==> config.mk <==
export PLATFORM = sky130hd
export DESIGN_NAME = spike_train_decoder
export DESIGN_NICKNAME = d
export VERILOG_FILES = /design/src/rtl/spike_decoder_pkg.sv /design/src/rtl/spike_isi_meter.sv /design/src/rtl/spike_train_decoder.sv
export SDC_FILE = /design/constraint.sdc
export NUM_CORES = 1
export LEC_CHECK = 0
export BUFFER_PORTS_ARGS = -buffer_cell sky130_fd_sc_hd__buf_2
export CAP_MARGIN = 10
export CORE_MARGIN = 8
export CORE_UTILIZATION = 50
export DETAILED_ROUTE_END_ITERATION = 12
export PLACE_DENSITY = 0.81
export SKIP_LAST_GASP = 1
export SYNTH_ARGS = -nofsm -noshare
export SYNTH_HDL_FRONTEND = slang
export SYNTH_SLANG_ARGS = --single-unit
==> constraint.sdc <==
create_clock -name clock -period 2.47 [get_ports clock]
set_input_delay 0.1235 -clock clock [delete_from_list [all_inputs] [get_ports clock]]
set_output_delay 0.1235 -clock clock [all_outputs]
set_load 0.005 [all_outputs]
==> src/rtl/spike_decoder_pkg.sv <==
// Shared types, default widths and the saturating-increment helper
// for the spike train decoder.
package spike_decoder_pkg;

   typedef enum logic [0:0] {
      ST_IDLE   = 1'b0,
      ST_WINDOW = 1'b1
   } dec_state_e;

   localparam int CNT_W_DEF = 8;
   localparam int ISI_W_DEF = 16;
   localparam int WIN_W_DEF = 16;

   // Adds inc to val but never passes max_val; callers size-cast the result.
   function automatic logic [31:0] sat_inc(input logic [31:0] val,
                                           input logic        inc,
                                           input logic [31:0] max_val);
      logic [31:0] res;
      if (inc && (val < max_val)) begin
         res = val + 32'd1;
      end else begin
         res = val;
      end
      return res;
   endfunction

endpackage

==> src/rtl/spike_isi_meter.sv <==
// Inter-spike interval meter: measures edges between successive onsets
// while enabled, with a saturating timer and registered result pulse.
module spike_isi_meter
   import spike_decoder_pkg::*;
#(
   parameter int ISI_W = ISI_W_DEF
) (
   input  logic             clk_i,
   input  logic             rst_ni,
   input  logic             enable_i,
   input  logic             evt_i,
   output logic [ISI_W-1:0] isi_o,
   output logic             isi_valid_o,
   output logic             isi_sat_o
);

   localparam logic [ISI_W-1:0] ISI_MAX = '1;
   localparam logic [ISI_W-1:0] ISI_ONE = {{(ISI_W-1){1'b0}}, 1'b1};

   logic             have_prev_q;
   logic [ISI_W-1:0] isi_t_q;
   logic [ISI_W-1:0] isi_q;
   logic             isi_valid_q;
   logic             isi_sat_q;
   logic [ISI_W-1:0] isi_t_d;

   // Saturating timer increment.
   always_comb begin
      isi_t_d = ISI_W'(sat_inc(32'(isi_t_q), 1'b1, 32'(ISI_MAX)));
   end

   // Timer, previous-onset flag and registered ISI result.
   always_ff @(posedge clk_i or negedge rst_ni) begin
      if (!rst_ni) begin
         have_prev_q <= 1'b0;
         isi_t_q     <= '0;
         isi_q       <= '0;
         isi_valid_q <= 1'b0;
         isi_sat_q   <= 1'b0;
      end else begin
         isi_valid_q <= 1'b0;
         if (!enable_i) begin
            have_prev_q <= 1'b0;
            isi_t_q     <= '0;
         end else if (evt_i) begin
            if (have_prev_q) begin
               isi_q       <= isi_t_q;
               isi_sat_q   <= (isi_t_q == ISI_MAX);
               isi_valid_q <= 1'b1;
            end
            have_prev_q <= 1'b1;
            isi_t_q     <= ISI_ONE;
         end else if (have_prev_q) begin
            isi_t_q <= isi_t_d;
         end
      end
   end

   assign isi_o       = isi_q;
   assign isi_valid_o = isi_valid_q;
   assign isi_sat_o   = isi_sat_q;

endmodule

==> src/rtl/spike_train_decoder.sv <==
// Decodes a neuron spike level into a per-window onset count (rate code)
// and an inter-spike interval measurement.
module spike_train_decoder
   import spike_decoder_pkg::*;
#(
   parameter int CNT_W = CNT_W_DEF,
   parameter int ISI_W = ISI_W_DEF,
   parameter int WIN_W = WIN_W_DEF
) (
   input  logic             clock,
   input  logic             reset,
   input  logic             enable,
   input  logic             spike,
   input  logic [WIN_W-1:0] window_len,
   output logic [CNT_W-1:0] spike_count,
   output logic             count_valid,
   output logic             count_sat,
   output logic [ISI_W-1:0] isi,
   output logic             isi_valid,
   output logic             isi_sat,
   output logic             busy
);

   localparam logic [CNT_W-1:0] CNT_MAX = '1;
   localparam logic [WIN_W-1:0] WIN_ONE = {{(WIN_W-1){1'b0}}, 1'b1};

   dec_state_e       state_q;
   logic             spike_q;
   logic [WIN_W-1:0] win_cnt_q;
   logic [CNT_W-1:0] acc_q;
   logic             acc_sat_q;
   logic [CNT_W-1:0] spike_count_q;
   logic             count_sat_q;
   logic             count_valid_q;

   logic             evt;
   logic [CNT_W-1:0] acc_d;
   logic             acc_sat_d;
   logic [WIN_W-1:0] win_load;

   // Onset detect, accumulator next value and window reload length.
   always_comb begin
      evt       = spike & ~spike_q;
      acc_d     = CNT_W'(sat_inc(32'(acc_q), evt, 32'(CNT_MAX)));
      acc_sat_d = acc_sat_q | (evt & (acc_q == CNT_MAX));
      if (window_len == '0) begin
         win_load = WIN_ONE;
      end else begin
         win_load = window_len;
      end
   end

   // Window FSM with registered count outputs.
   always_ff @(posedge clock or negedge reset) begin
      if (!reset) begin
         state_q       <= ST_IDLE;
         spike_q       <= 1'b0;
         win_cnt_q     <= '0;
         acc_q         <= '0;
         acc_sat_q     <= 1'b0;
         spike_count_q <= '0;
         count_sat_q   <= 1'b0;
         count_valid_q <= 1'b0;
      end else begin
         spike_q       <= spike;
         count_valid_q <= 1'b0;
         case (state_q)
            ST_IDLE: begin
               if (enable) begin
                  state_q   <= ST_WINDOW;
                  win_cnt_q <= win_load;
                  acc_q     <= '0;
                  acc_sat_q <= 1'b0;
               end
            end
            ST_WINDOW: begin
               if (win_cnt_q == WIN_ONE) begin
                  // The closing edge still contributes its own onset.
                  spike_count_q <= acc_d;
                  count_sat_q   <= acc_sat_d;
                  count_valid_q <= 1'b1;
                  if (enable) begin
                     win_cnt_q <= win_load;
                     acc_q     <= '0;
                     acc_sat_q <= 1'b0;
                  end else begin
                     state_q <= ST_IDLE;
                  end
               end else if (!enable) begin
                  state_q <= ST_IDLE;
               end else begin
                  acc_q     <= acc_d;
                  acc_sat_q <= acc_sat_d;
                  win_cnt_q <= win_cnt_q - WIN_ONE;
               end
            end
            default: begin
               state_q <= ST_IDLE;
            end
         endcase
      end
   end

   spike_isi_meter #(
      .ISI_W (ISI_W)
   ) u_isi (
      .clk_i       (clock),
      .rst_ni      (reset),
      .enable_i    (enable),
      .evt_i       (evt),
      .isi_o       (isi),
      .isi_valid_o (isi_valid),
      .isi_sat_o   (isi_sat)
   );

   assign spike_count = spike_count_q;
   assign count_valid = count_valid_q;
   assign count_sat   = count_sat_q;
   assign busy        = (state_q == ST_WINDOW);

endmodule

==> Word level (Yosys, flattened, before mapping) <==
Cells that the tools add are included.
{ "classes": {"n_addsub": 3, "bitwise": 5, "magnitude_cmp": 2, "muxes": 26, "n_reduce_logical": 5, "n_eq_ne": 7} }
{ "ops": {"columns": ["operator", "n"], "rows": [
  ["16-bit two-way mux", 8],
  ["8-bit two-way mux", 4],
  ["16-bit case mux with 2 select lines", 1],
  ["16-bit by 1-bit adder with 16-bit output, second input constant", 1],
  ["16-bit by 1-bit == test with 1-bit output, second input constant", 1],
  ["16-bit == test, second input constant", 1],
  ["16-bit zero test", 1],
  ["16-bit < comparator, second input constant", 1],
  ["8-bit case mux with 2 select lines", 1],
  ["16-bit by 1-bit subtractor with 16-bit output, second input constant", 1],
  ["1-bit two-way mux", 11],
  ["8-bit by 1-bit adder with 8-bit output, second input constant", 1],
  ["8-bit == test, second input constant", 1],
  ["8-bit < comparator, second input constant", 1],
  ["3-bit by 1-bit inequality test with 1-bit output, second input constant", 2],
  ["2-bit AND reduction", 2],
  ["3-bit by 2-bit inequality test with 1-bit output, second input constant", 1],
  ["3-bit AND reduction", 1],
  ["1-bit bitwise AND", 2],
  ["2-bit by 1-bit inequality test with 1-bit output, second input constant", 1],
  ["1-bit NOT", 2],
  ["1-bit case mux with 2 select lines", 1],
  ["1-bit logical AND", 1],
  ["1-bit bitwise OR", 1]
]} }
{ "word_totals": {"ff_bits": 72, "out_inout_bits": 29} }

==> Logic depth before layout (Yosys ltp) <==
Gate-level depths: netlist of run 1.
{ "depth": {"depth_word": 7, "ltp_mapped": 9, "mapped_depth_nobuf": 7} }

==> Cells and area by module <==
Synthesis of run 1 repeated with hierarchy kept, for this count alone.
{ "unflattened": {"cells_unflattened": 383, "area_unflattened_um2": 3913.8} }
{ "by_module_without_submodules": {"columns": ["mod", "cells_each", "instances", "area_per_inst_um2"], "rows": [
  ["spike_train_decoder", 233, 1, 2278.4],
  ["spike_isi_meter", 150, 1, 1635.3]
]} }

==> Worst setup path after synthesis of run 1 <==
Ideal clock, no wire load.
{ "synth_timing": {"path_kind": "register to register", "start": "register win_cnt_q[1]", "end": "register win_cnt_q[15]", "required_ns": 2.344, "arrival_time_ns": 2.170, "path_buffers": 2, "setup_time_ns": 0.126, "stages_incl_launch_ff": 10, "path_slack_ns": 0.173, "cell_sequence": "dfrtp_1 -> inv_1 -> ha_1 -> or4b_1 -> or4_4 -> buf_6 -> nand2_8 -> buf_12 -> a21oi_2 -> a311o_1"} }
{ "synth_via": {"elab_chain_cells": 4, "elab_cells_between_ends": 6, "classes_between": "add/sub (1); eq/ne (2); mux (3)"} }
{ "synth_rtl": {"columns": ["element", "line", "rtl"], "rows": [
  ["start: declaration", "spike_train_decoder.sv:29", "logic [WIN_W-1:0] win_cnt_q;"],
  ["start signal: assignment", "spike_train_decoder.sv:71", "win_cnt_q <= win_load;"],
  ["start signal: assignment", "spike_train_decoder.sv:83", "win_cnt_q <= win_load;"],
  ["start signal: assignment", "spike_train_decoder.sv:94", "win_cnt_q <= win_cnt_q - WIN_ONE;"],
  ["16-bit by 1-bit subtractor with 16-bit output", "spike_train_decoder.sv:94", null],
  ["16-bit two-way mux", "spike_train_decoder.sv:89", "end else if (!enable) begin"],
  ["16-bit two-way mux", "spike_train_decoder.sv:77", "if (win_cnt_q == WIN_ONE) begin"],
  ["16-bit case mux with 2 select lines", "spike_train_decoder.sv:67", "case (state_q)"]
]} }
Parallel ways exist; a longest one is shown, timed or not. The select of a mux whose other input is x is not followed.
A chain may end at the register's enable or synchronous reset.

==> Worst setup path in the final report of run 1 <==
{ "layout_timing": {"start": "register win_cnt_q[1]", "end": "register win_cnt_q[9]"} }
The elaborated chain is that of the path after synthesis.

==> out/results.ini, run 1 <==
[yosys]
syn_avg_cell_area_sq_um=10.1
synth_top_area_frac=0.479
synth_top_cell_by_area=dfrtp_1
synthFlopType=dfrtp_1
ys_top_cells_by_count=dfrtp_1 (72), nand2_1 (27), nor2_1 (23)
ys.warnings.count=0
synth_fp_nets=395
seq_area_frac_synth=0.479
ys_types=59
synth_area_leaders=dfrtp_1 (48%), mux2_2 (5.4%), nand4_1 (2.8%), nand2_1 (2.7%), nor2_1 (2.3%)
yosysMostFrequentCell=dfrtp_1
netlist_area_sq_um=3760
synth_seq_cells=72
synthCells=371
synth-edff-count=0
postSynth.asyncResetShare=1.00

[clock_tree]
clock_path_buffers=2
path_clk_slew_ps=70
cts-root-buf=clkbuf_8
h-tree-depth=3
clk_latency_ps=340
cts.sinks=72
tritoncts.num_buffers=9
tritoncts=built

[routing]
ant_nets=0
vias=3034
drcViolationCount=0
drt_iter0_drc=198
wire_per_inst_um=15.5
routed_via_density=5.76
firstDrtPassIters=5
routed_wl_mm=8.17

[timing]
period_minus_slack_ps=2380
fin_skew_ps=8.23
tightest_slew_ps=699
fmax_ghz=0.421
slew_viol_final=0
period_share=0.962
hold_violations=0
relSlewSlack=0.534
rsz0062_at_grt=yes
setup_violations=0

[placed_design]
placed_area_sq_um=4090
portBuffers=48
dpl.cell_count=506
dp.final_hpwl_mm=5.86
place.gp.congestion=0.861

[critical_path]
cp.required_ps=2740
end_kind=register
critPathLaunchType=register
r2r-end=win_cnt_q[9]$_DFFE_PN0P_
r2r-start=win_cnt_q[1]$_DFFE_PN0P_
ff2ff_setup_slack_ps=90
worstPathMaxFanout=16
worstRegToRegCells=8
critical_path_class=register to register
arrival_ps=2640

[outcome]
status=completed

[layout]
final_area_sq_um=4310
finalNonFillerCells=527
fin_nets=447
syn2layout_area_growth_pct=14.6
diodes=0
drive_gt1_frac=0.238
fill_cells=637

[floorplan]
num_io_pins=49
core_area_sq_um=7250
die-area_sq_um=10500
core.rowCount=31
die_y_um=103
initial_core_util=0.518
die_w_um=103

[grt]
grt_start_max_net_pins=47
gr-usage-all-layers=0.162
grt_pass1_wl_mm=13.7
overflow=0
antenna_found_initial=0
grt_pass1_vias=2987

[worst_hold_path]
hold_path_end=win_cnt_q[15]$_DFFE_PN0P_
hold_depth=2
holdCritPathClass=primary input to register
worstHoldStart=window_len[15]

[job]
cap_violations=0

[power]
totalPowerFinal_mw=2.36
leakagePower_nw=1.97
power_density_nw_per_um2=547
peakVddDrop_v=0.000292

[sequential cells by signal (all words and copies together) (netlist names)]
name / cells
acc_q: 8
acc_sat_q: 1
busy: 1
count_sat: 1
count_valid: 1
spike_count: 8
spike_q: 1
u_isi.have_prev_q: 1
u_isi.isi_o: 16
u_isi.isi_sat_o: 1
u_isi.isi_t_q: 16
u_isi.isi_valid_o: 1
win_cnt_q: 16
[cell type report]
type | count | area, sq um | share of cell area
clock inverters | 3 | 17.5 | 0.00407
flip-flops and latches | 72 | 1800 | 0.418
well taps | 99 | 124 | 0.0288
repair buffers | 62 | 375 | 0.0872
multi-input cells | 266 | 1790 | 0.417
inverters | 12 | 45.0 | 0.0105
clock buffers | 13 | 149 | 0.0346
[worst max path at each step]
stage | from | to | cells after the start
final | win_cnt_q[1]$_DFFE_PN0P_ | win_cnt_q[9]$_DFFE_PN0P_ | 8
after global routing | win_cnt_q[1]$_DFFE_PN0P_ | win_cnt_q[12]$_DFFE_PN0P_ | 8
after CTS | win_cnt_q[9]$_DFFE_PN0P_ | win_cnt_q[12]$_DFFE_PN0P_ | 6
after detailed placement | win_cnt_q[1]$_DFFE_PN0P_ | win_cnt_q[14]$_DFFE_PN0P_ | 8
after global placement | win_cnt_q[1]$_DFFE_PN0P_ | win_cnt_q[12]$_DFFE_PN0P_ | 8
after floorplan | win_cnt_q[1]$_DFFE_PN0P_ | win_cnt_q[15]$_DFFE_PN0P_ | 9
[logic make-up (layout without fill, tap and decap cells)]
group	after synthesis	after routing	synth area share
XOR/XNOR	13	13	0.0303
AO/OA/AOI/OAI	86	86	0.154
AND/OR/NAND/NOR	137	138	0.203
multiplexers	25	25	0.0726
adder cells (fa/ha/maj)	4	4	0.0133
buffers and inverters	34	90	0.0466
flip-flops	72	72	0.479
[layer usage]
| layer | GRT usage | wire, um |
|---|---|---|
| met4 | 0.0711 | 134 |
| met2 | 0.257 | 3880 |
| met3 | 0.0398 | 495 |
| met5 | 0 | 0 |
| met1 | 0.206 | 3660 |
[critical path: stages, from the launching register on]
cell and delay [ps]:
dfrtp_1 390, inv_1 80, ha_1 150, or4b_1 430, or4_4 510, and2_2 250, buf_12 160, a21boi_0 160
a2bb2oi_1 160
[through the flow]
step | hold WS [ps] | setup slack (ps) | TNS, ps | utilization
3_5_place_dp | 177 | 16.5 | 0 | 0.564
4_1_cts | 45.3 | 35.2 | 0 | 0.590
5_1_grt | 60.9 | -28.4 | -76.3 | 0.594
3_3_place_gp | 163 | 101 | 0 | 0.564
6_report | 63.6 | 94.7 | 0 | 0.594
2_1_floorplan | -172 | 173 | 0 | -
[layout by cell type, fill, tap and decap left out, types with 4 or more instances in the layout]
| cell type | instances |
|---|---|
| nor4_1 | 6 |
| xnor2_1 | 5 |
| nor2b_1 | 4 |
| o21ai_1 | 14 |
| buf_4 | 10 |
| and4_1 | 4 |
| a2bb2oi_1 | 9 |
| o21a_1 | 8 |
| mux2i_1 | 7 |
| nor2_1 | 23 |
| nand2_1 | 27 |
| a21oi_1 | 8 |
| nand4_1 | 17 |
| buf_2 | 48 |
| nor3_1 | 9 |
| or4_1 | 4 |
| a31oi_1 | 4 |
| mux2_2 | 18 |
| clkbuf_8 | 10 |
| dfrtp_1 | 72 |
| ha_1 | 4 |
| and3_1 | 7 |
| o21ai_0 | 14 |
| xor2_1 | 8 |
| nand3_1 | 14 |
| inv_1 | 12 |
[power breakdown]
group	total, mW	internal [mW]	switching (mW)
Combinational	0.270	0.125	0.145
Clock	0.787	0.390	0.397
Sequential	1.30	1.23	0.0658
Total	2.36	1.75	0.608
[timing repair]
action,CTS,global route
buffers inserted,0,2
hold buffers,2,0
endpoints found under the setup margin,2,6
gates resized for setup,1,2
gates cloned,0,1
pin swaps,1,1
endpoints found under the hold margin,27,0
Power figures use the tool's default switching activity.
==> run 2, diff against run 1 <==
--- a/config.mk
+++ b/config.mk
@@ -9,6 +9,7 @@
 export CAP_MARGIN = 10
 export CORE_MARGIN = 8
 export CORE_UTILIZATION = 50
+export CTS_BUF_LIST = sky130_fd_sc_hd__clkbuf_16
 export DETAILED_ROUTE_END_ITERATION = 12
 export PLACE_DENSITY = 0.81
 export SKIP_LAST_GASP = 1
==> out/results.ini, run 2 (synthesis gave the netlist of run 1 again) <==
[layout]
final_common_cell=dfrtp_1
syn2layout_area_growth_pct=17.4
finalNonFillerCells=527
drive_gt1_frac=0.238
final_util=0.608
multi_input_area_sq_um=1800
fin_nets=447
final_cell_mix=dfrtp_1 (72), buf_2 (48), nand2_1 (27)
seq_area_sq_um=1800
diodes=0
fill_cells=623

[power]
pwr-share-clk=0.412
power.internal_mw=2.02
leakagePower_nw=2.03
power_switching_mw=0.652
peakVddDrop_v=0.000409
power_frac_seq=0.487
p_sw_frac=0.244
totalPowerFinal_mw=2.67
combPwrFrac=0.102
power_density_nw_per_um2=606

[timing]
fmax_ghz=0.423
relSlewSlack=0.524
period_minus_slack_ps=2360
setup_violations=0
fin_tns_setup_ps=0
fin_skew_ps=6.54
hold_violations=0
tightest_slew_ps=714
slew_viol_final=0
period_share=0.956
layout_setup_ws_ps=109

[placed_design]
place.gp.congestion=0.861
dpl.cell_count=506
post-place-ws_ps=16.5
dp.final_hpwl_mm=5.86
portBuffers=48

[job]
cap_violations=0

[routing]
firstDrtPassIters=5
routed_wl_mm=8.15
ant_nets=0
vias=3051
drt_iter0_drc=158
wire_per_inst_um=15.5
drcViolationCount=0
routed_via_density=5.79

[critical_path]
worstPathMaxFanout=11
cp.required_ps=2680
critical_path_class=register to register
end_kind=register
arrival_ps=2570
critPathLaunchType=register

[grt]
grt_start_max_net_pins=47
grt_pass1_wl_mm=13.8
gr-usage-all-layers=0.164
overflow=0
antenna_found_initial=0
grt_pass1_vias=2981

[outcome]
status=completed

[clock_tree]
tritoncts.num_buffers=9
path_clk_slew_ps=50
tritoncts=built
cts-root-buf=clkbuf_16
clock_path_buffers=2
clk_latency_ps=330
h-tree-depth=3
cts.sinks=72

[floorplan]
num_io_pins=49
core_area_sq_um=7250
core.rowCount=31
die_y_um=103
initial_core_util=0.518
die-area_sq_um=10500
die_w_um=103

[worst_hold_path]
holdCritPathClass=primary input to register

run 2: changes by cell type in the layout (fill, tap and decap cells not counted), moves of 3 or more:
cell       delta
clkbuf_16     +9
clkbuf_1      -3
inv_1         +3
clkbuf_8     -10
run 2: final timing paths:
path	from	endpoint	slack, ps	depth (start not counted)
worst max-delay path	win_cnt_q[1]$_DFFE_PN0P_	win_cnt_q[8]$_DFFE_PN0P_	110	8
worst min-delay path	window_len[15]	win_cnt_q[15]$_DFFE_PN0P_	80	2
worst max register to register	win_cnt_q[1]$_DFFE_PN0P_	win_cnt_q[8]$_DFFE_PN0P_	110	8
worst min register to register	spike_count[7]$_DFFE_PN0P_	spike_count[7]$_DFFE_PN0P_	480	2
max in group asynchronous	reset	acc_q[0]$_DFFE_PN0P_	1470	3
min in group asynchronous	reset	u_isi.isi_o[10]$_DFFE_PN0P_	350	2
run 2: cell type report:
type,instances,area share
clock buffer,9,0.0510
multi-input combinational,266,0.407
sequential,72,0.408
tap,99,0.0281
clock inverter,7,0.00737
timing repair buffer,62,0.0879
inverter,12,0.0102
run 2: power groups by stage:
stage / registers (mW) / logic, mW / clock network, mW
after floorplan: 1.30 / 0.174 / 0
after global placement: 1.32 / 0.252 / 0
after detailed placement: 1.32 / 0.261 / 0
after CTS: 1.30 / 0.265 / 1.13
after global routing: 1.31 / 0.304 / 1.19
final: 1.30 / 0.271 / 1.10
run 2: metrics by stage:
stage | area (sq um) | hold WS (ps)
after global routing | 4410 | 75.1
after detailed placement | 4090 | 177
after global placement | 4090 | 163
after CTS | 4370 | 66.3
final | 4410 | 77.0
after floorplan | 3760 | -172
run 2: critical path: stages (launching register included):
cell and delay, ps:
dfrtp_1 390, inv_1 80, ha_1 150, or4b_1 430, or4_4 530, buf_12 160
nand2_8 110, nand2_1 70, a311o_1 310
run 2: what timing repair did:
action                                  in CTS  in global routing
hold endpoints to repair                    27                  0
gates cloned                                 0                  1
resized for setup                            1                  3
hold buffers                                 2                  0
pin swaps                                    1                  1
setup buffers                                0                  2
endpoints found under the setup margin       1                  6
run 2: metal layers:
layer  up-vias  track usage  routed length [um]
li1       1477            -                   -
met5         -            0                   0
met3        14       0.0506                 574
met4         0       0.0700                 130
met2       107        0.255                3780
met1      1453        0.206                3670
==> run 3, diff against run 2 <==
--- a/config.mk
+++ b/config.mk
@@ -11,7 +11,7 @@
 export CORE_UTILIZATION = 50
 export CTS_BUF_LIST = sky130_fd_sc_hd__clkbuf_16
 export DETAILED_ROUTE_END_ITERATION = 12
-export PLACE_DENSITY = 0.81
+export PLACE_DENSITY = 0.79
 export SKIP_LAST_GASP = 1
 export SYNTH_ARGS = -nofsm -noshare
 export SYNTH_HDL_FRONTEND = slang
==> constraint.sdc (replaced) <==
create_clock -name clock -period 2.62 [get_ports clock]
set_input_delay 0.131 -clock clock [delete_from_list [all_inputs] [get_ports clock]]
set_output_delay 0.131 -clock clock [all_outputs]
set_load 0.005 [all_outputs]
==> out/results.ini, run 3 (synthesis gave the netlist of run 1 again) <==
[outcome]
status=completed

[grt]
gr-usage-all-layers=0.175
overflow=0
use_met2=0.280
grt_pass1_vias=3029
grtUsageMet3=0.0358
grt_use_met1=0.221
busiest_layer=met2
grt_pass1_wl_mm=14.6
antenna_found_initial=0
grt_start_max_net_pins=41

[critical_path]
r2r-end=win_cnt_q[15]$_DFFE_PN0P_
cp.required_ps=2830
end_kind=register
crit_path_end=win_cnt_q[15]$_DFFE_PN0P_
critPathLaunchType=register
arrival_ps=2710
r2r-start=win_cnt_q[1]$_DFFE_PN0P_
worstRegToRegCells=8
critical_path_class=register to register
crit_start=win_cnt_q[1]$_DFFE_PN0P_
worstPathMaxFanout=22
ff2ff_setup_slack_ps=120

[routing]
firstDrtPassIters=4
wire_per_inst_um=16.6
ant_nets=0
drt_iter0_drc=153
vias=3090
drcViolationCount=0
routed_via_density=5.94
routed_wl_mm=8.63

[power]
pwr-share-clk=0.472
leakagePower_nw=2.00
power_frac_seq=0.443
p_sw_frac=0.244
power.internal_mw=2.10
power_switching_mw=0.679
peakVddDrop_v=0.000357
combPwrFrac=0.085
power_density_nw_per_um2=634
totalPowerFinal_mw=2.78

[floorplan]
die_y_um=103
num_io_pins=49
die_w_um=103
die-area_sq_um=10500
initial_core_util=0.518
core.rowCount=31
core_area_sq_um=7250

[timing]
fmax_ghz=0.400
tightest_slew_ps=762
relSlewSlack=0.492
fin_skew_ps=8.03
rsz0062_at_grt=no
fin_tns_setup_ps=0
slew_viol_final=0
hold_ws_ps=81.4
period_share=0.953
hold_violations=0
setup_violations=0
period_minus_slack_ps=2500

[layout]
final_cell_mix=dfrtp_1 (72), buf_2 (48), nand2_1 (27)
drive_gt1_frac=0.228
final_common_cell=dfrtp_1
finalNonFillerCells=520
diodes=0
syn2layout_area_growth_pct=16.8
fin_nets=440
final_util=0.605

[worst_hold_path]
holdCritPathClass=primary input to register

[clock_tree]
cts.sinks=72
postCtsSetupBuffers=0
tritoncts.num_buffers=9
tritoncts=built
h-tree-depth=3
cts-root-buf=clkbuf_16
clock_path_buffers=2
path_clk_slew_ps=60
clk_latency_ps=340

[placed_design]
dp.final_hpwl_mm=5.90
dpl.cell_count=502
place.gp.congestion=0.848
portBuffers=48

[job]
cap_violations=0

==> run 3: what timing repair did <==
action                     CTS  global route
hold endpoints to repair    33             0
hold buffers                 2             0
gates resized for setup      0             2
setup endpoints to repair    0             2
==> run 3: power groups by stage <==
| stage | clock network (mW) | registers, mW | logic, mW |
|---|---|---|---|
| 6_report | 1.31 | 1.23 | 0.237 |
| 5_1_grt | 1.36 | 1.24 | 0.268 |
| 3_3_place_gp | 0 | 1.24 | 0.224 |
| 2_1_floorplan | 0 | 1.23 | 0.164 |
| 4_1_cts | 1.33 | 1.23 | 0.238 |
| 3_5_place_dp | 0 | 1.25 | 0.233 |
==> run 3: final cells by class <==
type | count | area [sq um]
Fill cell | 612 | 2860
Sequential cell | 72 | 1800
Multi-Input combinational cell | 265 | 1780
Timing Repair Buffer | 56 | 318
Clock buffer | 9 | 225
Tap cell | 99 | 124
Clock inverter | 7 | 96.3
Inverter | 12 | 45.0
==> run 3: critical path, cell delays in order (launching register included) <==
cell	delay (ps)
dfrtp_1	410
inv_1	100
ha_1	160
or4b_1	430
or4_4	520
buf_4	200
nand2_8	160
a21oi_2	70
a311o_1	330
==> run 3: worst min path at each step <==
stage,startpoint,endpoint,cells past startpoint
floorplan,reset,acc_q[0]$_DFFE_PN0P_,0
global placement,reset,u_isi.isi_o[7]$_DFFE_PN0P_,1
detailed placement,reset,u_isi.isi_o[13]$_DFFE_PN0P_,1
CTS,window_len[1],win_cnt_q[1]$_DFFE_PN0P_,3
global route,window_len[4],win_cnt_q[4]$_DFFE_PN0P_,3
finish,window_len[1],win_cnt_q[1]$_DFFE_PN0P_,3
==> run 3: per-stage QoR <==
| step | worst slack, ps | area [sq um] |
|---|---|---|
| after CTS | 115 | 4390 |
| after detailed placement | 176 | 4050 |
| after global placement | 235 | 4050 |
| after global routing | 29.0 | 4390 |
| final | 123 | 4390 |
| after floorplan | 323 | 3760 |
==> run 3: per-layer routing <==
layer	wire length, um	up-vias
met1	3790	1491
met2	4130	118
met5	0	-
li1	-	1468
met3	556	13
met4	151	0
